<file path="src/rtl/fifo_word_unpacker.sv">
// rtl/fifo_word_unpacker.sv - pulls FIFO words and streams them out as LSB-first elements
module fifo_word_unpacker #(
    parameter int BITLEN    = 64,
    parameter int ELEM_BITS = 8,
    parameter int LEN_BITS  = 16
) (
    input  logic                 clk,
    input  logic                 rst_n,
    input  logic                 start,
    input  logic [LEN_BITS-1:0]  frame_len,
    input  logic                 fifo_empty,
    input  logic [BITLEN-1:0]    fifo_dout,
    output logic                 fifo_rd_en,
    output logic                 out_valid,
    input  logic                 out_ready,
    output logic [ELEM_BITS-1:0] out_data,
    output logic                 out_last,
    output logic                 busy,
    output logic                 done
);
    localparam int NUM_ELEM = BITLEN / ELEM_BITS;
    localparam int CNT_W    = (NUM_ELEM > 1) ? $clog2(NUM_ELEM) : 1;
    localparam logic [CNT_W-1:0]    LAST_ELEM = CNT_W'(NUM_ELEM - 1);
    localparam logic [LEN_BITS-1:0] ONE_WORD  = LEN_BITS'(1);

    typedef enum logic [2:0] {
        S_IDLE,
        S_FETCH,
        S_CAPT,
        S_EMIT,
        S_DONE
    } state_t;

    state_t              state;
    state_t              state_nxt;
    logic [LEN_BITS-1:0] words_left;
    logic [CNT_W-1:0]    elem_cnt;
    logic [BITLEN-1:0]   shreg;
    logic                accept;
    logic                word_end;

    assign accept   = (state == S_EMIT) && out_ready;
    assign word_end = accept && (elem_cnt == LAST_ELEM);
    assign out_data = shreg[ELEM_BITS-1:0];
    assign busy     = (state != S_IDLE);

    always_ff @(posedge clk) begin
        if (!rst_n) begin
            state      <= S_IDLE;
            words_left <= '0;
            elem_cnt   <= '0;
            shreg      <= '0;
        end else begin
            state <= state_nxt;
            if (state == S_IDLE && start) begin
                words_left <= frame_len;
            end
            if (state == S_CAPT) begin
                shreg    <= fifo_dout;
                elem_cnt <= '0;
            end
            if (accept) begin
                // Fully shifted word leaves shreg at zero, so out_data idles at 0
                shreg    <= shreg >> ELEM_BITS;
                elem_cnt <= word_end ? '0 : elem_cnt + 1'b1;
            end
            if (word_end) begin
                words_left <= words_left - 1'b1;
            end
        end
    end

    always_comb begin
        state_nxt  = state;
        fifo_rd_en = 1'b0;
        out_valid  = 1'b0;
        out_last   = 1'b0;
        done       = 1'b0;
        case (state)
            S_IDLE: begin
                if (start) begin
                    state_nxt = (frame_len == '0) ? S_DONE : S_FETCH;
                end
            end
            S_FETCH: begin
                // Gated by rst_n so a reset cycle never consumes a FIFO word
                fifo_rd_en = rst_n && !fifo_empty;
                if (!fifo_empty) begin
                    state_nxt = S_CAPT;
                end
            end
            S_CAPT: begin
                state_nxt = S_EMIT;
            end
            S_EMIT: begin
                out_valid = 1'b1;
                out_last  = (words_left == ONE_WORD) && (elem_cnt == LAST_ELEM);
                if (word_end) begin
                    state_nxt = (words_left == ONE_WORD) ? S_DONE : S_FETCH;
                end
            end
            S_DONE: begin
                done      = 1'b1;
                state_nxt = S_IDLE;
            end
            default: state_nxt = S_IDLE;
        endcase
    end
endmodule

</file>
<file path="config.mk">
export PLATFORM = sky130hd
export DESIGN_NAME = fifo_word_unpacker
export DESIGN_NICKNAME = d
export VERILOG_FILES = /design/src/rtl/fifo_word_unpacker.sv
export SDC_FILE = /design/constraint.sdc
export NUM_CORES = 1
export LEC_CHECK = 0
export ABC_CLOCK_PERIOD_IN_PS = 5800
export CAP_MARGIN = 20
export CORE_ASPECT_RATIO = 1.1
export CORE_MARGIN = 2
export CORE_UTILIZATION = 49
export DETAILED_ROUTE_END_ITERATION = 8
export PLACE_DENSITY = 0.8
export RECOVER_POWER = 25
export SLEW_MARGIN = 10
export SYNTH_ARGS = -nofsm -noshare
export SYNTH_HDL_FRONTEND = slang
export SYNTH_SLANG_ARGS = --single-unit
</file>
<file path="constraint.sdc">
create_clock -name clk -period 5.8 [get_ports clk]
set_input_delay 1.16 -clock clk [delete_from_list [all_inputs] [get_ports clk]]
set_output_delay 1.16 -clock clk [all_outputs]
set_load 0.05 [all_outputs]
</file>
==> results_dict.tcl, run 1 <==
set metrics [dict create \
    min_path_type "flop to flop" \
    sequentialPowerShare_pct 51.0 \
    p_comb_share_pct 19.4 \
    post-cts-setup-buffer-count 0 \
    grt_max_degree 71 \
    layout_min_cycle_time_ns 4.586 \
    cts_buffers 9 \
    drt_wl_total_um 9542 \
    postRouteAntennaNets 0 \
    regArea_um2 1722 \
    io_pins 98 \
    die_w_um 88.50 \
    grt_first_pass_wirelength_um 15700 \
    synthTopCellsByArea "dfxtp_1 (45%), a21oi_1 (12%), a22oi_1 (12%)" \
    dr.pass1.iters 5 \
    fin_util_pct 65.39 \
    n_antenna_cell 0 \
    cts_max_level 3 \
    die_h_um 96.95 \
    ctsRootBufferMaster "clkbuf_8" \
    synth_nets 564 \
    hold_violations 0 \
    sw_frac_of_total_pct 29.72 \
    dpl_cell_area_um2 4776 \
    drc_errors 0 \
    antenna_found_initial 0 \
    area_delta_synth_final_pct 28.38 \
    grt-ovfl-total 0 \
    multi_input_area_um2 1893 \
    yosysMostFrequentCell "nand2_1" \
    design_area_um2 4941 \
    finClkSkew_ns 0.008463 \
    clock-sinks 86 \
    ys_seq_area_share_pct 44.73 \
    initial_core_util_pct 50.94 \
    timing.max_cap.violations 1 \
    rows 33 \
    drv_slew 71 \
    worst_slew_pin_slew_ns 3.043 \
    vias 3770 \
    numPortBuffers 97 \
    finalSetupTns_ns 0 \
    via_per_inst 5.765 \
    rsz0062_at_grt "no" \
    violations "capacitance limit, slew limit" \
    yosys_warnings 0 \
    nets 633 \
    yosysTopAreaCell "dfxtp_1" \
    crit_required_ns 4.64 \
    clockBufferDepth 2 \
    ys_ff_latch 86 \
    synth_edf_count 0 \
    synth_top_area_share_pct 44.73 \
    crit_path_end_kind "primary output" \
    synth-async-reset-ratio_pct 0 \
    synth_area_um2 3849 \
    drt_iter0_markers 288 \
    irDropWorstVdd_v 0.0001594 \
    synth_cell_type_count 45 \
    wl_per_cell_um 14.59 \
    leakage_nw 1.651 \
    fill_cells 658 \
    clk_pin_slew_ns 0.08 \
    die_area_um2 8580 \
    grt_pass1_vias 3479 \
    syn_inst 475 \
    power_w 0.001278 \
    power.internal_w 0.0008983 \
    worstSetupStartpointType "primary input" \
    cts_hold_buf 0 \
    clk_latency_ns 0.35 \
    min_period_over_period_pct 79.06 \
    status "finished, violations left" \
    setup-violations-final 0 \
    ys_top_cells_by_count "nand2_1 (92), a21oi_1 (89), dfxtp_1 (86)" \
    worstPathArrival_ns 3.43 \
    hpwlAfterDp_um 6453 \
    drive_gt1_share_pct 5.100 \
    cts_resized 0 \
    synth_flop_cell "dfxtp_1" \
    worstPathMaxFanout 11 \
    clkPwrFrac_pct 29.7 \
    critPathKind "primary input to primary output" \
    maxSlewHeadroom_pct -102.9 \
    p_switching_w 0.0003798 \
    cts_tree "done" \
    fmax_ghz 0.2181 \
    grt_util_all_layers_pct 22.51 \
    avgSynthCellArea_um2 8.103 \
    p_per_area_nw_per_um2 258.7 \
    place_congestion 0.8710 \
    core_um2 7556 \
]
==> cell type report <==
cell class,instances,area share (%)
inverters,6,0.4558
well taps,105,2.659
clock inverters,6,0.9623
multi-input cells,340,38.31
clock buffers,10,2.583
flip-flops and latches,86,34.84
repair buffers,101,20.18
==> logic make-up after synthesis <==
kind of cell    Yosys count  synth area share [%]
compound gates          172                 27.60
simple gates            160                 19.15
flops                    86                 44.73
buf+inv                  49                 6.274
fa+ha+maj                 4                 1.300
xor+xnor                  3                0.6828
mux                       1                0.2601
==> through the flow <==
step	setup slack [ns]	hold slack, ns	std cells
after floorplan	1.541	0.4367	475
after global placement	1.320	0.4412	638
after detailed placement	1.268	0.4453	638
after CTS	1.260	0.4568	654
after global routing	1.120	0.4720	654
final	1.214	0.4541	654
==> worst paths after layout <==
| path | startpoint | endpoint | slack [ns] | depth (start not counted) |
|---|---|---|---|---|
| hold reg to reg | shreg[1]$_SDFFE_PN0P_ | shreg[1]$_SDFFE_PN0P_ | 0.45 | 2 |
| setup reg to reg | state[0]$_SDFFE_PN0P_ | elem_cnt[0]$_SDFFE_PN0P_ | 3.23 | 8 |
| setup / recovery | rst_n | fifo_rd_en | 1.21 | 4 |
| hold / removal | shreg[1]$_SDFFE_PN0P_ | shreg[1]$_SDFFE_PN0P_ | 0.45 | 2 |
==> cells in the final DEF (no fill, tap or decap), drive strengths merged, types with 7 or more instances in the layout <==
master,instances
nor2,18
a22oi,59
dfxtp,86
a21oi,89
o21ai,7
clkbuf,11
nor4,7
nor3,13
clkdlybuf4s50,95
nand2,92
==> registers in the layout, summed over array words and instances (netlist names) <==
signal / flops
elem_cnt: 3
shreg: 64
state: 3
words_left: 16
==> layer usage <==
layer,up-vias,track usage (%),wire [um]
met5,-,0,0
met4,0,10.14,245
met3,24,3.413,518
met2,137,35.28,4591
met1,1758,30.22,4187
li1,1851,-,-
==> power by group through the flow <==
stage / logic, W / clock network [W] / registers (W)
after global placement: 0.000242 / 0 / 0.000662
final: 0.000247 / 0.000379 / 0.000652
after detailed placement: 0.000246 / 0 / 0.000664
after global routing: 0.000271 / 0.000408 / 0.000656
after CTS: 0.000247 / 0.000386 / 0.000651
after floorplan: 0.000159 / 0 / 0.000655
==> critical path, stage by stage <==
cell and delay, ns:
dlygate4sd3_1 0.77, or2b_2 0.37, nor4b_1 0.26, clkdlybuf4s50_1 0.86
No activity file was read; power rests on OpenSTA's default activity.
==> run 2, diff against run 1 <==
--- a/config.mk
+++ b/config.mk
@@ -5,13 +5,13 @@
 export SDC_FILE = /design/constraint.sdc
 export NUM_CORES = 1
 export LEC_CHECK = 0
-export ABC_CLOCK_PERIOD_IN_PS = 5800
+export ABC_CLOCK_PERIOD_IN_PS = 3800
 export CAP_MARGIN = 20
 export CORE_ASPECT_RATIO = 1.1
 export CORE_MARGIN = 2
-export CORE_UTILIZATION = 49
+export CORE_UTILIZATION = 44
 export DETAILED_ROUTE_END_ITERATION = 8
-export PLACE_DENSITY = 0.8
+export PLACE_DENSITY = 0.76
 export RECOVER_POWER = 25
 export SLEW_MARGIN = 10
 export SYNTH_ARGS = -nofsm -noshare
==> constraint.sdc (replaced) <==
create_clock -name clk -period 3.8 [get_ports clk]
set_input_delay 0.76 -clock clk [delete_from_list [all_inputs] [get_ports clk]]
set_output_delay 0.76 -clock clk [all_outputs]
set_load 0.05 [all_outputs]
==> run 2 against run 1 <==
The flow now finishes without violations. Critical endpoint is now out_last. Sequential share of layout area down 0.39 points. Via count down 3.3%. Cell area up 1.1%. Largest power group unchanged. Sequential power rose by 52%. Non-clock buffer count up 2. Die area increased by 11%. Routed wire length grew 1.0%. Core utilization down 6.3 points. Count of clock-buffer cells in the layout shrank 1. Register-to-register slack got worse by 2.1 ns. Cell count rose by 1.1%. Largest cell class unchanged. First-iteration DRC count shrank 20%.
==> results_dict.tcl, run 2 (same netlist as run 1, synthesis figures left out) <==
set metrics [dict create \
    vias 3646 \
    critical_path.top_delay_family "simple AND/OR/NAND/NOR gates" \
    whs_path_depth 2 \
    status "complete, no violations" \
    worstSetupStartpointType "flop" \
    wl_per_cell_um 14.59 \
    drive_gt1_share_pct 5.636 \
    cp.depth 5 \
    rr_worst_depth 6 \
    dr.pass1.iters 4 \
    cts_resized 0 \
    worstPathArrival_ns 2.78 \
    drt_wl_total_um 9642 \
    top_register "shreg" \
    grt_max_degree 71 \
    clk_pin_slew_ns 0.08 \
    critPathBufInv 1 \
    setup-violations-final 0 \
    p_switching_w 0.0005707 \
    area_delta_synth_final_pct 29.84 \
    post-cts-setup-buffer-count 0 \
    grt_util_all_layers_pct 20.23 \
    slowest_delay_ns 0.79 \
    cts_buffers 9 \
    die_h_um 102.1 \
    worst_slew_pin_slew_ns 1.323 \
    antenna_found_initial 0 \
    ctsRootBufferMaster "clkbuf_8" \
    die_w_um 93.18 \
    rsz0062_at_grt "no" \
    io_pins 98 \
    irDropWorstVdd_v 0.0002150 \
    hold_violations 0 \
    finClkSkew_ns 0.008520 \
    cp_cell_sequence "or4_4 > nand2b_4 > nor4_1 > and2_1 > clkdlybuf4s50_1" \
    die_area_um2 9512 \
    crit_path_end_kind "primary output" \
    numPortBuffers 97 \
    fin_util_pct 59.13 \
    place_congestion 0.9189 \
    drc_errors 0 \
    multi_input_area_um2 1887 \
    fill_cells 764 \
    p_comb_share_pct 19.2 \
    layout_min_cycle_time_ns 3.536 \
    postRouteAntennaNets 0 \
    critPathSlowestCell "clkdlybuf4s50_1" \
    rows 35 \
    reg.largest.list "shreg x64, words_left x16" \
    maxSlewHeadroom_pct 11.80 \
    ff2ff_setup_slack_ns 1.15 \
    clock-sinks 86 \
    initial_core_util_pct 45.54 \
    p_per_area_nw_per_um2 402.1 \
    cts_tree "done" \
    finalSetupTns_ns 0 \
    clkPwrFrac_pct 31.4 \
    clockBufferDepth 2 \
    mostFrequentLayoutCell "clkdlybuf4s50_1" \
    drv_slew 0 \
    hpwlAfterDp_um 6586 \
    core_um2 8452 \
    grt_first_pass_wirelength_um 15650 \
    nets 635 \
    grt_pass1_vias 3395 \
    min_path_type "flop to flop" \
    power.internal_w 0.001439 \
    cts_hold_buf 0 \
    timing.max_cap.violations 0 \
    regArea_um2 1722 \
    layout.cells.most_common_list "clkdlybuf4s50_1 (93), nand2_1 (92), a21oi_1 (89)" \
    clk_latency_ns 0.34 \
    fmax_ghz 0.2828 \
    sw_frac_of_total_pct 28.40 \
    worstPathMaxFanout 8 \
    n_antenna_cell 0 \
    grt-ovfl-total 0 \
    sequentialPowerShare_pct 49.4 \
    leakage_nw 1.671 \
    drt_iter0_markers 230 \
    min_period_over_period_pct 93.05 \
    crit_required_ns 3.04 \
    largest_reg_flops 64 \
    critPathKind "flop to primary output" \
    via_per_inst 5.516 \
    cts_max_level 3 \
]
## run 2: cell count changes in the layout (fill, tap and decap cells not counted), sizes merged, moves of 2 or more
| cell | previous run | this run |
|---|---|---|
| clkinvlp | 1 | 3 |
| inv | 6 | 8 |
| clkinv | 5 | 0 |
| buf | 3 | 5 |
| clkdlybuf4s50 | 95 | 93 |
## run 2: layout make-up
type | count | area share [%]
clock buffer | 9 | 2.479
sequential | 86 | 34.45
timing repair buffer | 103 | 20.68
inverter | 6 | 0.4507
tap | 111 | 2.779
clock inverter | 6 | 1.402
multi-input combinational | 340 | 37.76
## run 2: path summary, 6_finish.rpt
| path | to | from |
|---|---|---|
| max | out_last | words_left[7]$_SDFFE_PN0P_ |
| max reg2reg | shreg[9]$_SDFFE_PN0P_ | state[0]$_SDFFE_PN0P_ |
| min | shreg[2]$_SDFFE_PN0P_ | shreg[2]$_SDFFE_PN0P_ |
| min reg2reg | shreg[2]$_SDFFE_PN0P_ | shreg[2]$_SDFFE_PN0P_ |
## run 2: per-layer routing
| metal | global-route usage, % | part of all wire (%) | vias up |
|---|---|---|---|
| met5 | 0 | 0 | - |
| met4 | 7.466 | 1.1 | 0 |
| met2 | 33.61 | 49 | 98 |
| met1 | 26.17 | 44 | 1689 |
| li1 | - | - | 1851 |
| met3 | 4.204 | 5.6 | 8 |
## run 2: tightest hold or removal path: stages (launching register included)
cell     delay (ns)
dfxtp_1        0.32
nand2_1        0.05
a21oi_1        0.05
## run 2: power groups by stage
stage	combinational (W)	clock (W)	sequential, W
final	0.000386	0.000631	0.000993
after global routing	0.000419	0.000692	0.00100
after CTS	0.000387	0.000647	0.000992
after detailed placement	0.000386	0	0.00101
after global placement	0.000380	0	0.00101
after floorplan	0.000243	0	0.00100
## run 2: per-stage QoR
step	instances	cell area [um2]	hold WS (ns)	setup slack [ns]	power, W
2_1_floorplan	475	3849	0.4367	0.3415	0.001243
3_3_place_gp	646	4821	0.4417	0.6301	0.001390
3_5_place_dp	646	4821	0.4467	0.6137	0.001399
4_1_cts	661	5015	0.4602	0.2396	0.002027
5_1_grt	661	4997	0.4811	0.1397	0.002113
6_report	661	4997	0.4575	0.2639	0.002009
